[src/rtl/vram_arbiter.sv]
// Frame-buffer SRAM arbiter: display scanout vs host port, one access per cycle,
// with blanking priority, host starvation guard and a 2-deep return-tag pipe.
module vram_arbiter #(
  parameter int ADDR_W     = 19,
  parameter int DATA_W     = 8,
  parameter int FB_WORDS   = 307200,
  parameter int STARVE_MAX = 8
) (
  input  logic              CLK,
  input  logic              NRST,
  input  logic              BLANK,
  input  logic              D_URGENT,
  input  logic              D_VALID,
  input  logic [ADDR_W-1:0] D_ADDR,
  output logic              D_READY,
  output logic              D_RVALID,
  output logic [DATA_W-1:0] D_RDATA,
  input  logic              H_VALID,
  input  logic              H_WE,
  input  logic [ADDR_W-1:0] H_ADDR,
  input  logic [DATA_W-1:0] H_WDATA,
  output logic              H_READY,
  output logic              H_RVALID,
  output logic [DATA_W-1:0] H_RDATA,
  output logic              MEM_EN,
  output logic              MEM_WE,
  output logic [ADDR_W-1:0] MEM_ADDR,
  output logic [DATA_W-1:0] MEM_WDATA,
  input  logic [DATA_W-1:0] MEM_RDATA
);

  localparam logic [7:0]      STARVE_LIM = STARVE_MAX[7:0];
  localparam logic [ADDR_W:0] FB_LIM     = FB_WORDS[ADDR_W:0];

  function automatic logic [7:0] sat_inc(input logic [7:0] cnt);
    return (cnt >= STARVE_LIM) ? STARVE_LIM : cnt + 8'd1;
  endfunction

  logic [7:0]        starve_cnt;
  logic              host_wins;
  logic              d_grant;
  logic              h_grant;
  logic              grant;
  logic              sel_we;
  logic              in_range;
  logic              issue;
  logic [ADDR_W-1:0] sel_addr;

  // Return tags: p0 is aligned with the SRAM command, p1 with the SRAM read data.
  logic vld_p0, disp_p0, rng_p0;
  logic vld_p1, disp_p1, rng_p1;

  always_comb begin
    host_wins = BLANK | (~D_URGENT & (starve_cnt == STARVE_LIM));
    h_grant   = H_VALID & (~D_VALID | host_wins);
    d_grant   = D_VALID & ~h_grant;
    grant     = d_grant | h_grant;
    sel_addr  = h_grant ? H_ADDR : D_ADDR;
    sel_we    = h_grant & H_WE;
    in_range  = {1'b0, sel_addr} < FB_LIM;
    issue     = grant & in_range;
  end

  assign D_READY = d_grant;
  assign H_READY = h_grant;

  always_ff @(posedge CLK or negedge NRST) begin
    if (!NRST) begin
      starve_cnt <= '0;
    end else if (!H_VALID || h_grant) begin
      starve_cnt <= '0;
    end else begin
      starve_cnt <= sat_inc(starve_cnt);
    end
  end

  // Stage p0: registered SRAM command; address/data hold when idle.
  always_ff @(posedge CLK or negedge NRST) begin
    if (!NRST) begin
      MEM_EN    <= 1'b0;
      MEM_WE    <= 1'b0;
      MEM_ADDR  <= '0;
      MEM_WDATA <= '0;
      vld_p0    <= 1'b0;
      disp_p0   <= 1'b0;
      rng_p0    <= 1'b0;
    end else begin
      MEM_EN  <= issue;
      MEM_WE  <= issue & sel_we;
      if (issue) begin
        MEM_ADDR <= sel_addr;
      end
      if (issue && sel_we) begin
        MEM_WDATA <= H_WDATA;
      end
      vld_p0  <= grant & ~sel_we;
      disp_p0 <= d_grant;
      rng_p0  <= in_range;
    end
  end

  // Stage p1: tag lines up with MEM_RDATA; out-of-range reads return zero.
  always_ff @(posedge CLK or negedge NRST) begin
    if (!NRST) begin
      vld_p1  <= 1'b0;
      disp_p1 <= 1'b0;
      rng_p1  <= 1'b0;
    end else begin
      vld_p1  <= vld_p0;
      disp_p1 <= disp_p0;
      rng_p1  <= rng_p0;
    end
  end

  assign D_RVALID = vld_p1 & disp_p1;
  assign H_RVALID = vld_p1 & ~disp_p1;
  assign D_RDATA  = (D_RVALID && rng_p1) ? MEM_RDATA : '0;
  assign H_RDATA  = (H_RVALID && rng_p1) ? MEM_RDATA : '0;

endmodule

[config.mk]
export PLATFORM = sky130hd
export DESIGN_NAME = vram_arbiter
export DESIGN_NICKNAME = d
export VERILOG_FILES = /design/src/rtl/vram_arbiter.sv
export SDC_FILE = /design/constraint.sdc
export NUM_CORES = 1
export LEC_CHECK = 0
export ABC_AREA = 1
export BUFFER_PORTS_ARGS = -buffer_cell sky130_fd_sc_hd__buf_4
export CAP_MARGIN = 10
export CORE_AREA = 2 2 73 75
export DETAILED_ROUTE_END_ITERATION = 8
export DIE_AREA = 0 0 75 77
export HOLD_SLACK_MARGIN = 0.06
export PLACE_DENSITY = 0.76
export REMOVE_ABC_BUFFERS = 1
export SYNTH_ARGS = -nofsm -noshare
export SYNTH_HDL_FRONTEND = slang
export SYNTH_SLANG_ARGS = --single-unit
[constraint.sdc]
create_clock -name CLK -period 2.6 [get_ports CLK]
set_input_delay 0.65 -clock CLK [delete_from_list [all_inputs] [get_ports CLK]]
set_output_delay 0.65 -clock CLK [all_outputs]
set_load 0.03 [all_outputs]
==> metrics.txt, run 1 <==
Top Ports 110; initial antenna violation count 0; #FFs+latches synth 43; die area 0.00578 mm^2; Crit path max-delay family buffers and inverters; setup repair after global routing missed its margin no; Hold Buf Count CTS 0; Max clock buf depth 2; Cell Area, Synth 0.00219 mm^2; Netlist cell types 23; Slew HR 0.649; Max Freq 409 MHz; slowest library cell on the worst path dfrtp_1; Cell Pwr Density 638 mW/mm^2; r2r endpoint MEM_WDATA[5]$_DFFE_PN0P_; Pleak 1.87 nW; WP buf/inv 4; worst r2r src starve_cnt[0]$_DFF_PN0_; Starting Density 0.441; worst path cell trace inv_1 -> ha_1 -> nand2_1 -> nor2_2 -> nand2_2 -> nand2_4 -> nand2_8 -> inv_2 -> buf_6 -> buf_4; Hold Vio Cnt, Final 0; Final setup violation count 0; Skew-Pair Late Insertion Delay 290 ps; maximum vdd ir drop 0.330 mV; Fillers 457; Pint 0.00133 W; first-pass GRT wire length 8890 um; DR WL/cell 11.8 um; Via density 4.70; DR vias 2219; Inserted Diodes 0; Async S/R FF share, synth 1.00; worst stage delay on the critical path 420 ps; Iter 0 DRT Violations 67; Primary FF master, synth dfrtp_1; r2r setup slk 370 ps; share of cells above drive strength 1 0.346; reg2reg path depth 17; vias in the first global route 2067; # DRC 0; Routed Antenna Nets 0; total gr overflow 0; combinational share of power 0.347; clock sinks 43; Seq/Total Area, Yosys 0.490; Clock Skew 5.72 ps; Crit Path Max Fanout 16; Sw Ratio 0.353; sequential share of power 0.400; pin count of the biggest net entering global routing 44; CP Data Arrival Time 1790 ps; max cap viols 0; Ys Warns 0; gr usage total 0.197; Critical Path Sink Type primary output; nets@finish 464; final instance area 0.00322 mm^2; Post-synth EDFFs 0; worst hold path class input pin to asynchronous set/reset pin; worst slew pin tran 526 ps; status completed; Tot Pwr 0.00205 W; most frequent cells in the layout buf_4 (119), nand2_1 (118), dfrtp_1 (43); most common cell after layout, fill and taps aside buf_4; final critical-path required period 2440 ps; Clk pwr share 0.253; Gate Count Post-Synth 285; Final Wtd Congestion 0.862; Clk pin slew, worst setup/hold paths 80 ps; Setup crit start starve_cnt[0]$_DFF_PN0_; Min Hold Slack 328 ps; Chip Width 75 um; CTS Buf Count 5; Placed Area 0.00309 mm^2; Total Routed Length 5580 um; cell count along the critical path 10; Setup CP Type flop to primary output; FP Rows 26; syn_area_per_cell 7.70 um^2; IO Port Bufs 109; startpoint types flop; Die Span Y 77 um; CTS Root Cell clkbuf_8; CP Data Required Time 1950 ps; number of iterations in the first detailed-routing pass 4; critical path endpoint H_READY; H-tree depth 2; hpwl dp 4310 um; Max Slew Vio Count 0; sw power 0.000725 W; Area growth, synth to finish 46.6%; core box area 0.00498 mm^2; final worst-path cycle share 0.940; CTS tree yes
[flip-flops by register name, summed over array words and instances, names as in the netlist]
signal / flops
MEM_ADDR: 19
MEM_EN: 1
MEM_WDATA: 8
MEM_WE: 1
disp_p0: 1
disp_p1: 1
rng_p0: 1
rng_p1: 1
starve_cnt: 8
vld_p0: 1
vld_p1: 1
[cell type report]
type | instances | area, um^2 | share of cell area
clock buffer | 5 | 68.8 | 0.0214
clock inverter | 3 | 43.8 | 0.0136
inverter | 33 | 124 | 0.0385
multi-input combinational | 198 | 913 | 0.284
sequential | 43 | 1080 | 0.334
tap | 70 | 87.6 | 0.0272
timing repair buffer | 120 | 905 | 0.281
[power groups by stage]
stage | Combinational, W | Sequential (W) | Clock [W]
after floorplan | 0.000212 | 0.00101 | 0
after global placement | 0.000703 | 0.000834 | 0
after detailed placement | 0.000713 | 0.000834 | 0
after CTS | 0.000714 | 0.000822 | 0.000528
after global routing | 0.000771 | 0.000835 | 0.000557
final | 0.000712 | 0.000822 | 0.000520
[synth_stat cells, types with 2 or more instances]
library cell  instances  area, um^2
buf_2                 6        30.0
buf_4                 4        30.0
buf_6                 2        22.5
dfrtp_1              43        1080
ha_1                  2        25.0
inv_1                32         120
nand2_1             118         443
nand2_2               3        18.8
nand2_4               2        22.5
nand3_1               9        45.0
nand4_1              28         175
nor2_1               23        86.3
nor2_2                2        12.5
o21ai_2               2        17.5
[routing by layer]
| layer | routed length, um | vias up | track usage |
|---|---|---|---|
| li1 | - | 1119 | - |
| met1 | 2250 | 977 | 0.241 |
| met2 | 2730 | 112 | 0.334 |
| met3 | 464 | 11 | 0.0394 |
| met4 | 134 | 0 | 0.0714 |
| met5 | 0 | - | 0 |
[kinds of logic after synthesis]
group / synth area share
AO/OA/AOI/OAI: 0.0137
buffers and inverters: 0.103
flip-flops: 0.490
AND/OR/NAND/NOR: 0.376
adder cells (fa/ha/maj): 0.0114
XOR/XNOR: 0.00399
other: 0.00171
[through the flow]
| step | util | std cells | setup WS, ps | TNS (ps) |
|---|---|---|---|---|
| CTS | 0.643 | 471 | 29.8 | 0 |
| detailed placement | 0.620 | 463 | 147 | 0 |
| global placement | 0.620 | 463 | 210 | 0 |
| finish | 0.647 | 472 | 156 | 0 |
| floorplan | - | 274 | -369 | -7300 |
| global route | 0.647 | 472 | 12.1 | 0 |
[repair_timing]
item / in CTS / in global routing
endpoints found under the setup margin: 0 / 2
setup buffers: 0 / 1
resized for setup: 0 / 3
[worst reg2reg max path, stage by stage (launching register included)]
cell and delay (ps):
dfrtp_1 420, inv_1 70, ha_1 140, nand2_1 60
nor2_2 90, nand2_2 80, nand2_4 110, nand2_8 100
buf_4 180, nand2_1 60, nand2_1 40, nand2_1 70
nor2_2 40, nand2_2 180, buf_4 210, nand3_4 120
nand2_1 90, nand2_1 50
[how the worst min path moves through the flow]
stage / slack [ps] / cells past startpoint / from / to
floorplan: 330 / 0 / disp_p0$_DFF_PN0_ / disp_p1$_DFF_PN0_
global placement: 330 / 0 / disp_p0$_DFF_PN0_ / disp_p1$_DFF_PN0_
detailed placement: 340 / 0 / disp_p0$_DFF_PN0_ / disp_p1$_DFF_PN0_
CTS: 350 / 1 / NRST / MEM_ADDR[3]$_DFFE_PN0P_
global route: 360 / 0 / rng_p0$_DFF_PN0_ / rng_p1$_DFF_PN0_
finish: 330 / 1 / NRST / starve_cnt[5]$_DFF_PN0_
Power figures use the tool's default switching activity.
==> run 2: changes to the inputs <==
Settings changed: BUFFER_PORTS_ARGS -buffer_cell sky130_fd_sc_hd__buf_4 to default, CORE_AREA 2 2 73 75 to 2 2 64 66, DIE_AREA 0 0 75 77 to 0 0 66 68, DONT_BUFFER_PORTS from default to 1, PLACE_DENSITY 0.76 to 0.72.
==> run 2 against run 1 <==
Against the previous run: worst setup slack improved by 18 ps; maximum frequency increased by 0.74%; cell count decreased by 26%; utilization decreased by 1.8 points; die area decreased by 22%; sequential power increased by 24%; clock power decreased by 20%; hold slack got worse by 140 ps; highest routed layer unchanged; global-route usage increased by 1.1 points; register-to-register slack about the same; largest cell class unchanged; sequential share of layout area increased by 11 points; non-clock buffer count decreased by 103.
==> metrics.txt, run 2 (same netlist as run 1, synthesis figures left out) <==
Slew HR 0.632; sequential share of power 0.586; FP Rows 23; Max Freq 412 MHz; Top reg by flops MEM_ADDR; Top Ports 110; final instance area 0.00242 mm^2; pin count of the biggest net entering global routing 44; core box area 0.00386 mm^2; H-tree depth 2; CP dominant cell by count inv_1; setup repair after global routing missed its margin no; CTS Root Cell clkbuf_8; first-pass GRT wire length 6960 um; clock sinks 43; Setup CP Type flop to primary output; Largest register FFs 19; sw power 0.000679 W; worst hold path class input pin to asynchronous set/reset pin; placed cells 339; worst slew pin tran 549 ps; Max clock buf depth 2; total gr overflow 0; reg2reg path depth 15; Critical Path Sink Type primary output; Layout Cells excl Fill 350; Area growth, synth to finish 10.5%; Via density 5.18; slowest library cell on the worst path dfrtp_1; Skew-Pair Late Insertion Delay 300 ps; CTS Buf Count 5; final critical-path required period 2430 ps; vias in the first global route 1528; Sw Ratio 0.392; Pleak 1.37 nW; most frequent cells in the layout nand2_1 (118), dfrtp_1 (43), inv_1 (32); Clk pwr share 0.241; most common cell after layout, fill and taps aside nand2_1; maximum vdd ir drop 0.381 mV; fin util 0.629; worst path cell trace inv_1 -> ha_1 -> nand2_1 -> nor2_2 -> nand2_2 -> nand2_4 -> nand2_8 -> inv_1 -> nor2_1 -> buf_4; Total Routed Length 4930 um; IO Port Bufs 0; Hold Vio Cnt, Final 0; Die Span Y 68 um; Iter 0 DRT Violations 93; combinational share of power 0.173; max cap viols 0; worst stage delay on the critical path 390 ps; DR vias 1813; nets@finish 362; final worst-path cycle share 0.933; Routed Antenna Nets 0; status completed; CTS tree yes; Final setup violation count 0; hpwl dp 3460 um; Crit Path Max Fanout 12; Final Wtd Congestion 0.745; Cell Pwr Density 715 mW/mm^2; Inserted Diodes 0; biggest regs MEM_ADDR x19, MEM_WDATA x8, starve_cnt x8; Clock Skew 8.34 ps; gr usage total 0.207; Placed Area 0.00229 mm^2; startpoint types flop; Pint 0.00105 W; DR WL/cell 14.1 um; die area 0.00449 mm^2; Max Slew Vio Count 0; CP Data Required Time 1950 ps; Starting Density 0.569; # DRC 0; initial antenna violation count 0; Chip Width 66 um; share of cells above drive strength 1 0.117; Fillers 352; Clk pin slew, worst setup/hold paths 80 ps; CP Data Arrival Time 1780 ps; number of iterations in the first detailed-routing pass 4
## run 2: cell count changes in the layout (fill, tap and decap cells not counted), sizes merged
cell,previous run,this run
clkbuf,5,6
buf,120,17
clkinv,3,2
clkinvlp,0,1
nand2,123,124
bufinv,1,0
## run 2: power by group through the flow
stage	Clock (W)	Combinational, W	Sequential (W)
floorplan	0	0.000212	0.00101
global placement	0	0.000271	0.00103
detailed placement	0	0.000283	0.00103
CTS	0.000422	0.000299	0.00102
global route	0.000449	0.000338	0.00103
finish	0.000417	0.000300	0.00102
## run 2: final cells by class
type | instances | area, um^2 | area share
multi-input cells | 199 | 925 | 0.381
inverters | 33 | 124 | 0.0511
clock inverters | 2 | 12.5 | 0.00516
clock buffers | 6 | 72.6 | 0.0299
well taps | 50 | 62.6 | 0.0258
repair buffers | 17 | 153 | 0.0630
flip-flops and latches | 43 | 1080 | 0.444
## run 2: per-layer routing
layer | global-route usage | routed length (um) | up-vias
met5 | 0 | 0 | -
li1 | - | - | 913
met1 | 0.246 | 1930 | 810
met2 | 0.346 | 2440 | 82
met3 | 0.0691 | 481 | 8
met4 | 0.0918 | 84 | 0
## run 2: final timing paths
| path | start | end | slack [ps] |
|---|---|---|---|
| max in group asynchronous | NRST | starve_cnt[6]$_DFF_PN0_ | 2210 |
| min in group CLK | vld_p0$_DFF_PN0_ | vld_p1$_DFF_PN0_ | 360 |
| min | NRST | MEM_ADDR[3]$_DFFE_PN0P_ | 180 |
| max | starve_cnt[0]$_DFF_PN0_ | D_READY | 170 |
| max reg2reg | starve_cnt[0]$_DFF_PN0_ | MEM_WDATA[2]$_DFFE_PN0P_ | 370 |
| min reg2reg | vld_p0$_DFF_PN0_ | vld_p1$_DFF_PN0_ | 360 |
## run 2: timing repair
item	4_1_cts	5_1_grt
hold buffers	1	0
endpoints found under the hold margin	43	0
endpoints found under the setup margin	0	1
gates resized for setup	0	1
setup buffers	0	1
## run 2: metrics by stage
| step | TNS [ps] | hold slack (ps) | setup slack, ps | power (W) |
|---|---|---|---|---|
| 6_report | 0 | 183 | 174 | 0.00173 |
| 5_1_grt | 0 | 198 | 11.9 | 0.00182 |
| 4_1_cts | 0 | 192 | 63.3 | 0.00174 |
| 3_5_place_dp | 0 | 336 | 154 | 0.00131 |
| 3_3_place_gp | 0 | 333 | 199 | 0.00130 |
| 2_1_floorplan | -7300 | 331 | -369 | 0.00122 |
## run 2: worst max-delay path, delay by kind of cell (launching register included)
kind	cells	cell delay [ps]
and+or+nand+nor	6	600
DFF	1	390
buffers and inverters	3	300
adders and majority gates	1	190
